==> src/rtl/cc_pkg.sv <==
// cc_pkg: shared coefficient indices, sequencer states and identity-matrix helper.
package cc_pkg;
  localparam int CC_COEF_NUM = 12;
  localparam int CC_CTRL_W = 32;
  localparam int CC_A11 = 0;
  localparam int CC_A12 = 1;
  localparam int CC_A13 = 2;
  localparam int CC_A14 = 3;
  localparam int CC_A21 = 4;
  localparam int CC_A22 = 5;
  localparam int CC_A23 = 6;
  localparam int CC_A24 = 7;
  localparam int CC_A31 = 8;
  localparam int CC_A32 = 9;
  localparam int CC_A33 = 10;
  localparam int CC_A34 = 11;
  typedef enum logic [1:0] {IDLE, ARMED, DRAIN, WRITE} cc_seq_state_t;
  function automatic logic [CC_CTRL_W-1:0] cc_identity(input int idx, input int fract_width = 10);
    return (idx == CC_A11 || idx == CC_A22 || idx == CC_A33) ? CC_CTRL_W'(1) << fract_width : '0;
  endfunction
endpackage

==> src/rtl/cc_ctrl_if.sv <==
// cc_ctrl_if: coefficient load port of the colour corrector.
interface cc_ctrl_if;
  import cc_pkg::*;
  logic                 coef_lock;
  logic [3:0]           coef_sel;
  logic [CC_CTRL_W-1:0] coef;
  modport master (output coef_lock, coef_sel, coef);
  modport slave  (input coef_lock, coef_sel, coef);
endinterface

==> src/rtl/cc_coef_sequencer.sv <==
// cc_coef_sequencer: tear-free 3x4 matrix load, replayed at a frame boundary once the corrector drains.
module cc_coef_sequencer
  import cc_pkg::*;
#(
  parameter int PX_WIDTH       = 10,
  parameter int FRACT_WIDTH    = 10,
  parameter int INFLIGHT_WIDTH = 4
) (
  input  logic                          clk_i,
  input  logic                          rst_i,
  input  logic                          shadow_wr_i,
  input  logic [3:0]                    shadow_sel_i,
  input  logic [PX_WIDTH+FRACT_WIDTH:0] shadow_data_i,
  input  logic                          commit_i,
  input  logic                          apply_now_i,
  input  logic                          in_tvalid_i,
  input  logic                          in_tuser_i,
  input  logic                          in_hs_i,
  input  logic                          out_hs_i,
  output logic                          hold_o,
  output logic                          busy_o,
  output logic                          done_o,
  output logic                          commit_drop_o,
  cc_ctrl_if.master                     cc_ctrl_o
);
  localparam int COEF_WIDTH = PX_WIDTH + FRACT_WIDTH;
  logic [COEF_WIDTH:0]         shadow [CC_COEF_NUM];
  logic [COEF_WIDTH:0]         bank   [CC_COEF_NUM];
  logic [INFLIGHT_WIDTH-1:0]   inflight;
  logic                        drained;
  cc_seq_state_t               state;
  assign drained = inflight == '0 && !in_hs_i;
  always_ff @(posedge clk_i) begin
    if (rst_i) begin
      state               <= IDLE;
      inflight            <= '0;
      hold_o              <= 1'b0;
      busy_o              <= 1'b0;
      done_o              <= 1'b0;
      commit_drop_o       <= 1'b0;
      cc_ctrl_o.coef_lock <= 1'b0;
      cc_ctrl_o.coef_sel  <= '0;
      cc_ctrl_o.coef      <= '0;
      for (int i = 0; i < CC_COEF_NUM; i++) begin
        shadow[i] <= (COEF_WIDTH+1)'(cc_identity(i, FRACT_WIDTH));
        bank[i]   <= (COEF_WIDTH+1)'(cc_identity(i, FRACT_WIDTH));
      end
    end else begin
      inflight <= (in_hs_i && !out_hs_i && ~&inflight) ? inflight + 1'b1 :
                  (out_hs_i && !in_hs_i && |inflight) ? inflight - 1'b1 : inflight;
      done_o        <= 1'b0;
      commit_drop_o <= commit_i && state != IDLE;
      if (shadow_wr_i && shadow_sel_i < 4'(CC_COEF_NUM)) shadow[shadow_sel_i] <= shadow_data_i;
      case (state)
        IDLE: if (commit_i) begin
          bank   <= shadow;
          state  <= apply_now_i ? DRAIN : ARMED;
          hold_o <= 1'b1;
          busy_o <= 1'b1;
        end
        ARMED: if ((in_tvalid_i && in_tuser_i) || apply_now_i) state <= DRAIN;
        DRAIN: if (drained) begin
          state               <= WRITE;
          cc_ctrl_o.coef_lock <= 1'b1;
          cc_ctrl_o.coef_sel  <= '0;
          cc_ctrl_o.coef      <= CC_CTRL_W'(bank[0]);
        end
        WRITE: if (cc_ctrl_o.coef_sel == 4'(CC_COEF_NUM - 1)) begin
          state               <= IDLE;
          cc_ctrl_o.coef_lock <= 1'b0;
          cc_ctrl_o.coef_sel  <= '0;
          cc_ctrl_o.coef      <= '0;
          done_o              <= 1'b1;
          hold_o              <= 1'b0;
          busy_o              <= 1'b0;
        end else begin
          cc_ctrl_o.coef_sel <= cc_ctrl_o.coef_sel + 4'd1;
          cc_ctrl_o.coef     <= CC_CTRL_W'(bank[cc_ctrl_o.coef_sel + 4'd1]);
        end
      endcase
    end
  end
endmodule
==> src/flat_wrapper.sv <==
// flat-port wrapper written by rule: the top's interface ports become plain ports
module cc_coef_sequencer_flat import cc_pkg::*;
#(
  parameter int PX_WIDTH       = 10,
  parameter int FRACT_WIDTH    = 10,
  parameter int INFLIGHT_WIDTH = 4
)
  (clk_i, rst_i, shadow_wr_i, shadow_sel_i, shadow_data_i, commit_i, apply_now_i, in_tvalid_i, in_tuser_i, in_hs_i, out_hs_i, hold_o, busy_o, done_o, commit_drop_o, cc_ctrl_o_coef_lock, cc_ctrl_o_coef_sel, cc_ctrl_o_coef);
  cc_ctrl_if cc_ctrl_o_i ();
  input  logic clk_i;
  input  logic rst_i;
  input  logic shadow_wr_i;
  input  logic [3:0] shadow_sel_i;
  input  logic [PX_WIDTH+FRACT_WIDTH:0] shadow_data_i;
  input  logic commit_i;
  input  logic apply_now_i;
  input  logic in_tvalid_i;
  input  logic in_tuser_i;
  input  logic in_hs_i;
  input  logic out_hs_i;
  output logic hold_o;
  output logic busy_o;
  output logic done_o;
  output logic commit_drop_o;
  output wire logic [$bits(cc_ctrl_o_i.coef_lock)-1:0] cc_ctrl_o_coef_lock;
  output wire logic [$bits(cc_ctrl_o_i.coef_sel)-1:0] cc_ctrl_o_coef_sel;
  output wire logic [$bits(cc_ctrl_o_i.coef)-1:0] cc_ctrl_o_coef;
  assign cc_ctrl_o_coef_lock = cc_ctrl_o_i.coef_lock;
  assign cc_ctrl_o_coef_sel = cc_ctrl_o_i.coef_sel;
  assign cc_ctrl_o_coef = cc_ctrl_o_i.coef;
  cc_coef_sequencer #(.PX_WIDTH(PX_WIDTH), .FRACT_WIDTH(FRACT_WIDTH), .INFLIGHT_WIDTH(INFLIGHT_WIDTH)) u_core (.clk_i(clk_i), .rst_i(rst_i), .shadow_wr_i(shadow_wr_i), .shadow_sel_i(shadow_sel_i), .shadow_data_i(shadow_data_i), .commit_i(commit_i), .apply_now_i(apply_now_i), .in_tvalid_i(in_tvalid_i), .in_tuser_i(in_tuser_i), .in_hs_i(in_hs_i), .out_hs_i(out_hs_i), .hold_o(hold_o), .busy_o(busy_o), .done_o(done_o), .commit_drop_o(commit_drop_o), .cc_ctrl_o(cc_ctrl_o_i));
endmodule
==> config.mk <==
export PLATFORM = sky130hd
export DESIGN_NAME = cc_coef_sequencer_flat
export DESIGN_NICKNAME = d
export VERILOG_FILES = /design/src/rtl/cc_pkg.sv /design/src/rtl/cc_ctrl_if.sv /design/src/rtl/cc_coef_sequencer.sv /design/src/flat_wrapper.sv
export SDC_FILE = /design/constraint.sdc
export NUM_CORES = 1
export LEC_CHECK = 0
export CORE_MARGIN = 1
export CORE_UTILIZATION = 55
export CTS_CLUSTER_DIAMETER = 80
export CTS_CLUSTER_SIZE = 28
export DETAILED_ROUTE_END_ITERATION = 12
export PLACE_DENSITY = 0.73
export SLEW_MARGIN = 20
export SYNTH_ARGS = -nofsm -noshare
export SYNTH_HDL_FRONTEND = slang
export SYNTH_SLANG_ARGS = --single-unit
==> constraint.sdc <==
create_clock -name clk_i -period 2.35 [get_ports clk_i]
set_input_delay 0.47 -clock clk_i [delete_from_list [all_inputs] [get_ports clk_i]]
set_output_delay 0.47 -clock clk_i [all_outputs]
set_load 0.05 [all_outputs]
Yosys cells after proc, flatten, opt, wreduce, memory -nomap -nowiden --
Cells that the tools add are included.
Word-level totals: register bits 550, input port bits 34
Cells by class: $add $sub $neg 3, $lt $le $gt $ge 4, equal/unequal tests 8, muxes and demuxes 26, bitwise operators 3, reductions and logical operators 27
Operators with widths (number):
- $bwmux W252 | 1
- $bmux W21 S4 | 1
- $demux W21 S4 | 1
- $mux W21 | 4
- $pmux W32 S2 | 1
- $mux W32 | 1
- $mux W4 | 4
- $ge A5 B5 Y1 const B | 2
- $mux W2 | 5
- $not A4 Y5 | 2
- $logic_and A1 B1 Y1 | 9
- $add A4 B1 Y4 const B | 2
- $pmux W2 S4 | 1
- $pmux W4 S2 | 1
- $reduce_and A4 Y1 | 2
- $reduce_bool A2 Y1 | 4
- $ne A2 B1 Y1 const B | 3
- $reduce_and A3 Y1 | 2
- $lt A5 B1 Y1 const B | 1
- $eq A2 B2 Y1 const B | 2
- $eq A4 B4 Y1 const B | 1
- $logic_not A4 Y1 | 1
- $lt A4 B4 Y1 const B | 1
- $mux W1 | 4
- 11 further kinds | 15

Depth between registers and ports, before layout --
Gate-level depths: netlist (run 1).
depth in word-level cells 7, mapped depth 9

Least setup slack after synthesis (run 1) --
Ideal clock, no wire load.
path type flip-flop to flip-flop, from register u_core.cc_ctrl_o.coef_sel[1], to register u_core.cc_ctrl_o.coef[10], library setup time 0.130 ns, arrival time 2.248 ns, required time 2.220 ns, path slack -0.028 ns, cell stages (with the launch flop) 8, path buffers 3, cells stage by stage dfxtp_1 -> ha_1 -> buf_2 -> buf_2 -> buf_2 -> mux4_2 -> a22oi_1 -> o22ai_1
Between the ends: longest elaborated chain between the ends 7, elaborated cells between the ends (all ways) 8, those cells by class add/sub (1); eq/ne (1); mux (5); bitwise (1)
Ends and longest elaborated chain:
- start: declaration | line cc_ctrl_if.sv:7 | modport master (output coef_lock, coef_sel, coef);
- start signal: assignment | line cc_coef_sequencer.sv:77 | cc_ctrl_o.coef_sel <= cc_ctrl_o.coef_sel + 4'd1;
- $add A4 B1 Y4 | line cc_coef_sequencer.sv:78 | cc_ctrl_o.coef <= CC_CTRL_W'(bank[cc_ctrl_o.coef_sel + 4'd1]);
- $not A4 Y5 (not written as such) | line cc_coef_sequencer.sv:78
- $bmux W21 S4 | line cc_coef_sequencer.sv:78
- $mux W21 (not written as such) (2 in a row) | line cc_coef_sequencer.sv:78
- $mux W21 * | line cc_coef_sequencer.sv:68 | WRITE: if (cc_ctrl_o.coef_sel == 4'(CC_COEF_NUM - 1)) begin
- $pmux W32 S2 * | line cc_coef_sequencer.sv:54 | case (state)
- end signal: assignment | line cc_coef_sequencer.sv:66 | cc_ctrl_o.coef <= CC_CTRL_W'(bank[0]);
- end signal: assignment | line cc_coef_sequencer.sv:78
- end: declaration | line cc_ctrl_if.sv:7
Every way passes the cells marked *; elsewhere a longest branch is shown, timed or not. The select of a mux whose other input is x is not followed. A chain may end at the register's enable or synchronous reset.

Worst setup path in the final report (run 1) --
from register u_core.cc_ctrl_o.coef[17], to output port cc_ctrl_o_coef[17]
RTL lines:
- end: declaration | line flat_wrapper.sv:27 | output wire logic [$bits(cc_ctrl_o_i.coef)-1:0] cc_ctrl_o_coef;
No word-level cell between the ends.

==> flow_summary.json, run 1 <==
{
  "worst_pin_slew_ns": 0.737,
  "path_class": "flip-flop to primary output",
  "coreArea_mm2": 0.0379,
  "rows": 71,
  "vias": 18594,
  "areaGrowthSynthToFinish_pct": 9.82,
  "h-tree-depth": 1,
  "cp_slowest_cell": "clkdlybuf4s50_1",
  "grt_max_degree": 130,
  "worst_path_largest_cell_delay_ns": 0.83,
  "end_kind": "primary output",
  "grt_usage": 0.307,
  "maxClockFrequency_mhz": 438,
  "power_leakage_nw": 7.49,
  "yosys_warnings": 0,
  "hpwl_um": 36100,
  "drtIter0Drc": 2243,
  "slew_headroom": 0.507,
  "ys_top_cells_by_area": "dfxtp_1, nand2_1, a21oi_1, clkbuf_1, mux4_2",
  "boundaryPins": 75,
  "yosys_register_bits": 539,
  "grt_pass1_vias": 16963,
  "synth_top_area_frac": 0.506,
  "period_needed_ns": 2.29,
  "critPathMaxFanout": 3,
  "hp-class": "input pin to flip-flop",
  "die_y_um": 199,
  "ys_top_cells_by_count": "nand2_1, dfxtp_1, a21oi_1",
  "clkTransAtPathRegs_ns": 0.11,
  "rsz0062_at_grt": "false",
  "ant_nets": 0,
  "synth_area_mm2": 0.0213,
  "nNetsFinal": 2687,
  "worstPathArrival_ns": 1.82,
  "hold_ws_ns": 0.281,
  "final-hold-violation-count": 0,
  "final.setup.tns_ns": 0,
  "synth_top_area_cell": "dfxtp_1",
  "die-area_mm2": 0.0396,
  "syn_area_per_cell_um2": 7.85,
  "start_util": 0.563,
  "placedCellCount": 3130,
  "grt_first_pass_wirelength_um": 94100,
  "synth_ff_type": "dfxtp_1",
  "drc_errors": 0,
  "finalSetupViolations": 0,
  "fp.dieW_um": 199,
  "via_per_inst": 5.88,
  "antenna_found_initial": 3,
  "pwr_density_cell_mw_per_mm2": 704,
  "synth_edf_count": 0,
  "drv_cap": 0,
  "outcome": "complete, no violations",
  "layout-drive-gt1-share": 0.0597,
  "ctsHoldBuffers": 0,
  "synth_cell_types": 44,
  "drt_first_pass_iters": 6,
  "fin_crit_sh": 0.973,
  "place_congestion": 0.819,
  "fin_util": 0.618,
  "startpoint_type": "flip-flop",
  "cts_buffers": 23,
  "fin_cells": 3162,
  "io_buffers": 63,
  "post_cts_buffers": 0,
  "post-synth-top-count-cell": "nand2_1",
  "ctsLongestPathBuffers": 3,
  "totalWireLength_um": 61800,
  "crit_buf_inv": 1,
  "synth-seq-area-share": 0.506,
  "fillers": 3379,
  "synthArstFlopShare": 0,
  "skew_ns": 0.0129,
  "cts_tree": "done",
  "grt_overflow": 0,
  "clock_latency_ns": 0.57,
  "cts-root-buf": "clkbuf_16",
  "crit_family": "buffers and inverters",
  "vdd_drop_max_v": 0.000427,
  "slew_viol_final": 0,
  "worstPathCellList": "clkdlybuf4s50_1",
  "cts_sinks": 539,
  "wl_per_cell_um": 19.6,
  "syn_inst": 2719,
  "cp_data_required_time_ns": 1.88
}
-- power by group --
part / internal [mW] / total (mW) / switching [mW]
combinational: 0.636 / 2.42 / 1.78
clock: 1.84 / 4.69 / 2.85
sequential: 9.28 / 9.38 / 0.100
-- kinds of logic (layout without fill, tap and decap cells) --
kind of cell | after synthesis | count (layout) | share of synthesized area
simple gates | 1198 | 1198 | 0.228
compound gates | 646 | 646 | 0.166
flops | 539 | 539 | 0.506
buf+inv | 255 | 173 | 0.0482
mux | 65 | 65 | 0.0440
fa+ha+maj | 9 | 9 | 0.00563
xor+xnor | 6 | 6 | 0.00246
other cells | 1 | 15 | 0.000176
-- metal layers --
| layer | GRT usage | vias to the layer above | share of wire |
|---|---|---|---|
| met4 | 0.0880 | 4 | 0.025 |
| met3 | 0.0432 | 98 | 0.086 |
| met1 | 0.425 | 8940 | 0.43 |
| met5 | 0 | - | 0.00039 |
| li1 | - | 8837 | - |
| met2 | 0.500 | 715 | 0.46 |
-- what timing repair did --
| item | in CTS | in global routing |
|---|---|---|
| endpoints found under the setup margin | 1 | 4 |
| resized for setup | 1 | 5 |
| pin swaps | 0 | 0 |
-- state kept, by name, summed over array words and instances (netlist names) --
register                    flops
u_core.bank                   252
u_core.shadow                 252
u_core.cc_ctrl_o.coef          21
u_core.cc_ctrl_o.coef_sel       4
u_core.inflight                 4
u_core.state                    2
u_core.cc_ctrl_o.coef_lock      1
u_core.commit_drop_o            1
u_core.done_o                   1
u_core.hold_o                   1
-- layout make-up --
class,count,area [um^2],area share
clock buffer,26,597,0.0255
multi-input combinational,1935,9670,0.413
timing repair buffer,140,1680,0.0718
sequential,539,10800,0.461
clock inverter,2,25.0,0.00107
tap,511,639,0.0273
antenna,4,10.0,0.000427
inverter,5,18.8,0.000801
-- worst paths after layout --
path,from,endpoint,slack [ns],depth (start not counted)
setup / recovery,u_core.cc_ctrl_o.coef[17],cc_ctrl_o_coef[17],0.06,1
hold / removal,rst_i,u_core.shadow[237],0.28,2
setup reg to reg,u_core.inflight[0],u_core.cc_ctrl_o.coef[6],0.11,7
hold reg to reg,u_core.shadow[172],u_core.bank[172],0.45,2
-- cells in the final DEF, fill, tap and decap left out, drive strengths merged, types with 3 or more instances in the layout --
cell type,netlist,routed
o22ai,21,21
nor2,24,24
nand3b,6,6
mux2i,42,42
o21ai,6,6
a22oi,43,43
and3,42,42
nand2,1028,1028
dfxtp,539,539
a2111oi,40,40
nor3,5,5
clkdlybuf4s50,0,57
nor3b,3,3
nand3,7,7
and2,4,4
a21oi,529,529
nor4,21,21
inv,5,6
conb,1,11
ha,8,8
nand2b,5,5
buf,36,81
clkbuf,214,26
xnor2,4,4
diode,0,4
mux4,23,23
nor2b,44,44
-- through the flow --
step | worst slack [ns] | total power, mW | area [um^2]
after detailed placement | 0.0475 | 12.0 | 22800
final | 0.0645 | 16.5 | 23400
after global routing | 0.0000420 | 17.0 | 23400
after floorplan | 0.118 | 11.1 | 21400
after CTS | 0.0235 | 16.5 | 23400
after global placement | 0.0368 | 11.9 | 22800
(Power assumes the default switching activity.)
==> run 2: changes to the inputs <==
Settings changed: CORE_MARGIN 1 to 2.
==> flow_summary.json, run 2 (same netlist as run 1, synthesis figures left out) <==
{
  "post_dp_cell_area_mm2": 0.0230,
  "rsz0062_at_grt": "false",
  "maxClockFrequency_mhz": 431,
  "path_class": "flip-flop to primary output",
  "grt_first_pass_wirelength_um": 99100,
  "ctsLongestPathBuffers": 3,
  "boundaryPins": 75,
  "antenna_found_initial": 2,
  "drtIter0Drc": 2144,
  "power_leakage_nw": 7.73,
  "total_power_mw": 17.0,
  "vdd_drop_max_v": 0.000447,
  "hpwl_um": 37600,
  "fin_cells": 3190,
  "post_cts_buffers": 0,
  "fp.dieW_um": 201,
  "drt_first_pass_iters": 6,
  "skew_ns": 0.0124,
  "fin_crit_sh": 0.986,
  "vias": 19023,
  "grt_pass1_vias": 17697,
  "placedCellCount": 3159,
  "totalWireLength_um": 63900,
  "start_util": 0.555,
  "clock_latency_ns": 0.58,
  "io_buffers": 63,
  "multi_input_area_mm2": 0.00967,
  "layout-drive-gt1-share": 0.0685,
  "fin_util": 0.617,
  "h-tree-depth": 1,
  "crit_buf_inv": 1,
  "grt_usage": 0.308,
  "mostFrequentLayoutCells": "nand2_1, dfxtp_1, a21oi_1",
  "crit_family": "buffers and inverters",
  "fillers": 3361,
  "die_y_um": 201,
  "worstPathCellList": "clkdlybuf4s50_1",
  "final_common_cell": "nand2_1",
  "worstPathArrival_ns": 1.85,
  "coreArea_mm2": 0.0385,
  "clkTransAtPathRegs_ns": 0.11,
  "cts-root-buf": "clkbuf_16",
  "final-hold-violation-count": 0,
  "drc_errors": 0,
  "grt_overflow": 0,
  "worst_pin_slew_ns": 0.744,
  "reg.largest.list": "u_core.bank (252), u_core.shadow (252), u_core.cc_ctrl_o.coef (21)",
  "die-area_mm2": 0.0404,
  "place_congestion": 0.856,
  "worst_path_largest_cell_delay_ns": 0.85,
  "wl_per_cell_um": 20.0,
  "cp_data_required_time_ns": 1.88,
  "regArea_mm2": 0.0108,
  "startpoint_type": "flip-flop",
  "nNetsFinal": 2710,
  "cts_tree": "done",
  "end_kind": "primary output",
  "cts_sinks": 539,
  "ant_nets": 0,
  "hp-class": "input pin to flip-flop",
  "areaGrowthSynthToFinish_pct": 11.3,
  "pwr_density_cell_mw_per_mm2": 714,
  "outcome": "complete, no violations",
  "grt_max_degree": 136,
  "cts_buffers": 24,
  "slew_headroom": 0.504,
  "rows": 72,
  "final.setup.tns_ns": 0,
  "drv_cap": 0,
  "finalSetupViolations": 0,
  "period_needed_ns": 2.32,
  "cp_slowest_cell": "clkdlybuf4s50_1",
  "slew_viol_final": 0,
  "num_antenna_cells": 0,
  "critPathMaxFanout": 3,
  "design_area_mm2": 0.0237,
  "via_per_inst": 5.96
}
==> run 2: stage by stage <==
stage	setup WS [ns]	hold WS, ns
6_report	0.0318	0.265
5_1_grt	0.000413	0.270
4_1_cts	0.000665	0.257
3_5_place_dp	0.0395	0.442
3_3_place_gp	-0.0157	0.435
2_1_floorplan	0.118	0.432
==> run 2: worst paths after layout <==
check	startpoint	endpoint	cells after the start	slack (ns)
min	rst_i	u_core.inflight[2]	2	0.26
max	u_core.cc_ctrl_o.coef[15]	cc_ctrl_o_coef[15]	1	0.03
min reg2reg	u_core.shadow[132]	u_core.bank[132]	2	0.44
max reg2reg	u_core.cc_ctrl_o.coef_sel[1]	u_core.cc_ctrl_o.coef[13]	8	0.09
==> run 2: where the power goes <==
| group | switching (mW) | internal (mW) | total [mW] | leakage [nW] |
|---|---|---|---|---|
| Combinational | 1.83 | 0.733 | 2.56 | 3.03 |
| Sequential | 0.105 | 9.28 | 9.39 | 4.35 |
| Clock | 2.93 | 2.08 | 5.01 | 0.350 |
==> run 2: timing repair <==
item / in CTS / in global routing
hold buffers: 0 / 0
endpoints found under the setup margin: 6 / 8
gates resized for setup: 5 / 8
==> run 2: cell type report <==
cell class | instances | area share
Clock inverter | 6 | 0.00364
Multi-Input combinational cell | 1935 | 0.407
Timing Repair Buffer | 162 | 0.0802
Tap cell | 518 | 0.0273
Clock buffer | 25 | 0.0263
Sequential cell | 539 | 0.455
Inverter | 5 | 0.000790
==> run 2: metal layers <==
metal,vias up,GRT usage,part of all wire
met5,-,0,0.00053
met4,4,0.0918,0.025
met3,109,0.0503,0.097
met2,880,0.496,0.46
met1,9145,0.428,0.42
li1,8885,-,-
